===== config.mk =====
export PLATFORM = sky130hd
export DESIGN_NAME = clocked_delay_chain
export DESIGN_NICKNAME = d
export VERILOG_FILES = /design/src/rtl/delay_chain_pkg.sv /design/src/rtl/delay_chain_lane.sv /design/src/rtl/clocked_delay_chain.sv
export SDC_FILE = /design/constraint.sdc
export NUM_CORES = 1
export LEC_CHECK = 0
export ABC_AREA = 0
export CORE_AREA = 2 2 249 251
export CTS_CLUSTER_DIAMETER = 40
export DETAILED_ROUTE_END_ITERATION = 7
export DIE_AREA = 0 0 251 253
export PLACE_DENSITY_LB_ADDON = 0.08
export SKIP_CTS_REPAIR_TIMING = 1
export SYNTH_ARGS = -nofsm -noshare
export SYNTH_HDL_FRONTEND = slang
export SYNTH_HIERARCHICAL = 1
export SYNTH_SLANG_ARGS = --single-unit

===== constraint.sdc =====
create_clock -name clk -period 21.1 [get_ports clk]
set_clock_uncertainty 0.1 [all_clocks]
set_input_delay 2.11 -clock clk [delete_from_list [all_inputs] [get_ports clk]]
set_output_delay 2.11 -clock clk [all_outputs]
set_load 0.01 [all_outputs]

===== src/rtl/delay_chain_pkg.sv =====
// Shared types and helpers for the clocked delay chain: FSM/mode encodings,
// LFSR feedback taps and a saturating accumulator.
package delay_chain_pkg;

    typedef enum logic [1:0] {
        ST_IDLE,
        ST_RUN,
        ST_DRAIN,
        ST_DONE
    } state_e;

    typedef enum logic [1:0] {
        MODE_TOGGLE = 2'd0,
        MODE_LFSR   = 2'd1,
        MODE_QUIET  = 2'd2
    } mode_e;

    // x^16+x^14+x^13+x^11+1, right-shifting form: feedback from bits 0,2,3,5
    localparam logic [15:0] LFSR_TAP_MASK = 16'h002D;

    function automatic logic [15:0] lfsr_step(input logic [15:0] cur);
        return {^(cur & LFSR_TAP_MASK), cur[15:1]};
    endfunction

    function automatic logic [63:0] sat_add(input logic [63:0] a,
                                            input logic [63:0] b,
                                            input logic [63:0] max_val);
        logic [64:0] sum;
        sum = {1'b0, a} + {1'b0, b};
        return (sum > {1'b0, max_val}) ? max_val : sum[63:0];
    endfunction

endpackage


===== src/rtl/delay_chain_lane.sv =====
// One lane: inject register, STAGES-deep shift register and a tap mux
// selecting which stage is observed.
module delay_chain_lane
    import delay_chain_pkg::*;
#(
    parameter int unsigned WIDTH  = 8,
    parameter int unsigned STAGES = 16,
    parameter int unsigned TAP_W  = 4
) (
    input  logic             clk,
    input  logic             rst_n,
    input  logic             clear,
    input  logic             load,
    input  logic             invert,
    input  logic [WIDTH-1:0] inject_word,
    input  logic [TAP_W-1:0] tap,
    output logic [WIDTH-1:0] tap_out
);

    logic [WIDTH-1:0] inject_q, inject_d;
    logic [WIDTH-1:0] stage_q [STAGES];
    logic [WIDTH-1:0] stage_d [STAGES];

    always_comb begin
        inject_d = inject_q;
        if (clear) begin
            inject_d = '0;
        end else if (load) begin
            inject_d = invert ? ~inject_q : inject_word;
        end
        stage_d[0] = clear ? '0 : inject_q;
        for (int unsigned i = 1; i < STAGES; i++) begin
            stage_d[i] = clear ? '0 : stage_q[i-1];
        end
    end

    always_ff @(posedge clk or negedge rst_n) begin
        if (!rst_n) begin
            inject_q <= '0;
            for (int unsigned i = 0; i < STAGES; i++) begin
                stage_q[i] <= '0;
            end
        end else begin
            inject_q <= inject_d;
            stage_q  <= stage_d;
        end
    end

    // Tap values beyond the last stage read as zero.
    always_comb begin
        tap_out = '0;
        for (int unsigned i = 0; i < STAGES; i++) begin
            if (tap == TAP_W'(i)) begin
                tap_out = stage_q[i];
            end
        end
    end

endmodule


===== src/rtl/clocked_delay_chain.sv =====
// Clocked activity generator: CHANNELS register pipelines fed from a
// selectable stimulus, with run control, transition and cycle counters.
module clocked_delay_chain
    import delay_chain_pkg::*;
#(
    parameter int unsigned WIDTH     = 8,
    parameter int unsigned STAGES    = 16,
    parameter int unsigned CHANNELS  = 4,
    parameter int unsigned CNT_W     = 32,
    parameter logic [15:0] LFSR_SEED = 16'hACE1
) (
    input  logic                          clk,
    input  logic                          rst_n,
    input  logic                          start,
    input  logic [1:0]                    mode,
    input  logic [CNT_W-1:0]              run_cycles,
    input  logic [$clog2(STAGES)-1:0]     tap_sel,
    output logic                          busy,
    output logic                          done,
    output logic [CHANNELS*WIDTH-1:0]     ch_out,
    output logic [CNT_W-1:0]              toggle_count,
    output logic [CNT_W-1:0]              cycle_count
);

    localparam int unsigned TAP_W   = $clog2(STAGES);
    localparam int unsigned DRAIN_W = $clog2(STAGES + 1);
    localparam int unsigned POP_W   = $clog2(CHANNELS * WIDTH + 1);
    localparam logic [63:0] CNT_MAX = 64'({CNT_W{1'b1}});

    state_e                      state_q, state_d;
    mode_e                       mode_q, mode_d;
    logic [TAP_W-1:0]            tap_q, tap_d;
    logic [CNT_W-1:0]            remain_q, remain_d;
    logic [DRAIN_W-1:0]          drain_q, drain_d;
    logic [15:0]                 lfsr_q, lfsr_d;
    logic [CNT_W-1:0]            tog_q, tog_d;
    logic [CNT_W-1:0]            cyc_q, cyc_d;
    logic [CHANNELS*WIDTH-1:0]   ch_prev_q, ch_prev_d;
    logic                        busy_q, busy_d;
    logic                        done_q, done_d;

    logic                        accept;
    logic                        load;
    logic                        in_busy;
    logic [CHANNELS*WIDTH-1:0]   ch_now;
    logic [CHANNELS*WIDTH-1:0]   diff;
    logic [POP_W-1:0]            flips;

    assign accept  = start && (state_q == ST_IDLE || state_q == ST_DONE);
    assign load    = (state_q == ST_RUN);
    assign in_busy = (state_q == ST_RUN) || (state_q == ST_DRAIN);

    for (genvar c = 0; c < CHANNELS; c++) begin : g_lane
        logic [WIDTH-1:0] word;

        always_comb begin
            word = '0;
            if (mode_q == MODE_LFSR) begin
                word = lfsr_q[WIDTH-1:0] ^ WIDTH'(c);
            end
        end

        delay_chain_lane #(
            .WIDTH (WIDTH),
            .STAGES(STAGES),
            .TAP_W (TAP_W)
        ) u_lane (
            .clk        (clk),
            .rst_n      (rst_n),
            .clear      (accept),
            .load       (load),
            .invert     (mode_q == MODE_TOGGLE),
            .inject_word(word),
            .tap        (tap_q),
            .tap_out    (ch_now[c*WIDTH +: WIDTH])
        );
    end

    always_comb begin
        diff  = ch_now ^ ch_prev_q;
        flips = '0;
        for (int unsigned i = 0; i < CHANNELS * WIDTH; i++) begin
            flips = flips + POP_W'(diff[i]);
        end
    end

    always_comb begin
        state_d   = state_q;
        mode_d    = mode_q;
        tap_d     = tap_q;
        remain_d  = remain_q;
        drain_d   = drain_q;
        lfsr_d    = lfsr_q;
        tog_d     = tog_q;
        cyc_d     = cyc_q;
        ch_prev_d = ch_prev_q;
        busy_d    = busy_q;
        done_d    = done_q;

        // Counters run on every RUN/DRAIN edge; the DRAIN tail lets the
        // last injected word reach any tap and be counted.
        if (in_busy) begin
            tog_d     = CNT_W'(sat_add(64'(tog_q), 64'(flips), CNT_MAX));
            cyc_d     = CNT_W'(sat_add(64'(cyc_q), 64'd1, CNT_MAX));
            ch_prev_d = ch_now;
        end

        case (state_q)
            ST_IDLE, ST_DONE: begin
                if (start) begin
                    mode_d    = (mode == 2'd3) ? MODE_QUIET : mode_e'(mode);
                    tap_d     = tap_sel;
                    remain_d  = run_cycles;
                    drain_d   = '0;
                    lfsr_d    = LFSR_SEED;
                    tog_d     = '0;
                    cyc_d     = '0;
                    ch_prev_d = '0;
                    busy_d    = 1'b1;
                    done_d    = 1'b0;
                    state_d   = (run_cycles == '0) ? ST_DRAIN : ST_RUN;
                end
            end
            ST_RUN: begin
                remain_d = remain_q - CNT_W'(1);
                lfsr_d   = lfsr_step(lfsr_q);
                if (remain_q == CNT_W'(1)) begin
                    state_d = ST_DRAIN;
                    drain_d = '0;
                end
            end
            ST_DRAIN: begin
                drain_d = drain_q + DRAIN_W'(1);
                if (drain_q == DRAIN_W'(STAGES)) begin
                    state_d = ST_DONE;
                    busy_d  = 1'b0;
                    done_d  = 1'b1;
                end
            end
            default: state_d = ST_IDLE;
        endcase
    end

    always_ff @(posedge clk or negedge rst_n) begin
        if (!rst_n) begin
            state_q   <= ST_IDLE;
            mode_q    <= MODE_TOGGLE;
            tap_q     <= '0;
            remain_q  <= '0;
            drain_q   <= '0;
            lfsr_q    <= LFSR_SEED;
            tog_q     <= '0;
            cyc_q     <= '0;
            ch_prev_q <= '0;
            busy_q    <= 1'b0;
            done_q    <= 1'b0;
        end else begin
            state_q   <= state_d;
            mode_q    <= mode_d;
            tap_q     <= tap_d;
            remain_q  <= remain_d;
            drain_q   <= drain_d;
            lfsr_q    <= lfsr_d;
            tog_q     <= tog_d;
            cyc_q     <= cyc_d;
            ch_prev_q <= ch_prev_d;
            busy_q    <= busy_d;
            done_q    <= done_d;
        end
    end

    assign busy         = busy_q;
    assign done         = done_q;
    assign ch_out       = ch_now;
    assign toggle_count = tog_q;
    assign cycle_count  = cyc_q;

endmodule


==> flow_metrics.tcl <==
set metrics [dict create \
    fp-row-count 91 \
    cp.arrival_ps 10590 \
    drtIter0Drc 2295 \
    crit_required_ps 21550 \
    outcome "finished clean" \
    synthesis.instances 3155 \
    crit_path_end_kind "flip-flop" \
    vias 24400 \
    drive_gt1_share_pct 9.81 \
    cts_tree "built" \
    core_area_mm2 0.0610 \
    grt_max_degree 235 \
    synth_edf_count 0 \
    die_width_um 251 \
    avgSynthCellArea_um2 10.5 \
    nets 3321 \
    cap_violations 0 \
    htreeDepth 3 \
    ys_warn_count 6 \
    dieArea_mm2 0.0635 \
    drc_errors 0 \
    holdPathEnd "g_lane[0].u_lane/stage_q[30]" \
    synth_commonest_cells "695 x dfrtp_1, 506 x nor2b_1, 238 x nor2_1" \
    critical_path_class "reg -> reg" \
    async_flop_share_pct 100 \
    cts_buffer_depth 3 \
    hold_viol_final 0 \
    rsz0062_at_grt "no" \
    min_path_cells 1 \
    reg2reg_depth 27 \
    finalSetupTns_ps 0 \
    slew_viol_final 0 \
    syn_to_final_growth_pct 17.8 \
    r2r-start "tap_q[0]" \
    hold_path.class "reg -> reg" \
    synth_area_mm2 0.0331 \
    viasPerCell 5.91 \
    cts-root-buf "clkbuf_16" \
    critPathLaunchType "flip-flop" \
    antenna_found_initial 0 \
    start_util_pct 54.2 \
    synth_top_area_share_pct 52.6 \
    fin_crit_ps 10140 \
    syn_nets 3245 \
    grt.overflow.total 0 \
    cpMaxStageDelayCell "buf_4" \
    ant_nets 0 \
    numPortBuffers 138 \
    slew_headroom_pct 22.3 \
    r2r_slack_ps 10960 \
    clkSlewWorstSetupHoldPaths_ps 50 \
    clk_latency_ps 660 \
    drtPass1Iterations 7 \
    final-setup-viol-count 0 \
    numCtsBuffers 118 \
    synth_top_area_cell "dfrtp_1" \
    yosysUniqueCellTypes 74 \
    globalplace.congestion 0.888 \
    slowest_delay_ps 670 \
    die_h_um 253 \
    synth-seq-area-share_pct 53.2 \
    synth-seq-cells 703 \
    tightest_slew_ps 1170 \
    cp_top_family "adder cells" \
    dp_hpwl_mm 51.9 \
    wl_per_cell_um 20.3 \
    fmax_ghz 0.0987 \
    io_pins 139 \
    cp_common_cell "fa_1" \
    routed_wl_mm 83.7 \
    critPathBufInv 7 \
    grt_pass1_vias 24600 \
    clock_sinks 703 \
    fin_crit_sh_pct 48.0 \
    synth.area.top_cells "dfrtp_1 53%, nor2b_1 9.6%, mux2i_1 3.1%, nor2_1 2.7%, a21oi_1 2.6%" \
    fillers 4798 \
    min_from "g_lane[0].u_lane/stage_q[38]" \
    synth_ff_type "dfrtp_1" \
    grt_pass1_wl_mm 136 \
    crit_path_start "tap_q[0]" \
    yosysMostFrequentCell "dfrtp_1" \
    crit_fanout 154 \
    reg2reg_to "toggle_count[24]" \
    track_usage_pct 26.6 \
]
==> layout make-up <==
cell class / instances / area [µm²] / share of cell area, %
antenna: 1 / 2.50 / 0.00642
clock buffer: 147 / 3270 / 8.38
clock inverter: 76 / 1060 / 2.72
inverter: 95 / 364 / 0.934
multi-input combinational: 2140 / 14000 / 35.9
sequential: 703 / 17600 / 45.2
tap: 790 / 988 / 2.54
timing repair buffer: 173 / 1670 / 4.28
==> registers in the layout (all words and copies together), names as in the netlist, 4 cells and up <==
name	flops
lfsr_q	16
ch_prev_q	32
toggle_count	32
g_lane.u_lane/stage_q	512
drain_q	5
cycle_count	32
remain_q	32
tap_q	4
g_lane.u_lane/inject_q	32
==> worst max path at each step <==
stage,to,cells past startpoint
3_3_place_gp,toggle_count[28],28
3_5_place_dp,toggle_count[24],27
5_1_grt,toggle_count[24],27
2_1_floorplan,toggle_count[24],26
6_report,toggle_count[24],27
4_1_cts,toggle_count[24],27
==> per-layer routing <==
layer / track usage, % / part of all wire (%) / vias up
met5: 0 / 0 / -
met4: 7.93 / 2.7 / 0
met3: 4.92 / 5.8 / 161
met2: 41.9 / 47 / 742
met1: 38.0 / 45 / 12300
li1: - / - / 11200
==> cells by family after synthesis <==
family / share of synthesized area [%]
and+or+nand+nor: 19.5
DFF: 53.2
AOI/OAI and AO/OA: 13.3
buffers and inverters: 4.57
muxes: 5.82
adders and majority gates: 2.44
xor gates and xnor gates: 1.06
==> cell usage in the layout (no fill, tap or decap), types with 21 or more instances in the layout <==
cell / instances
dfrtp_1: 691
nor2b_1: 506
nor2_1: 237
nand2_1: 187
a21oi_1: 173
o21ai_0: 146
clkdlybuf4s50_1: 136
clkbuf_16: 121
mux2i_1: 103
inv_1: 91
nand3_1: 85
nor3_1: 66
o22ai_1: 48
a21o_1: 37
o2bb2ai_1: 33
buf_4: 33
nor4_1: 29
a31oi_1: 28
nand2b_1: 28
fa_1: 26
o31a_1: 25
mux4_2: 24
mux2_2: 22
bufinv_16: 22
ha_1: 21
==> metrics by stage <==
stage | hold WS (ps) | setup slack [ps] | utilization, % | area (µm²) | cells
after floorplan | 345 | 13790 | - | 33100 | 3155
after global placement | 363 | 11170 | 56.8 | 34600 | 3901
after detailed placement | 372 | 11040 | 56.8 | 34600 | 3901
after CTS | 383 | 11000 | 63.8 | 39000 | 4124
after global routing | 398 | 10380 | 63.8 | 39000 | 4124
final | 379 | 10960 | 63.8 | 39000 | 4125
Power is not shown: default switching activity piles up to over one toggle a cycle in this logic, so the estimate is an artifact.
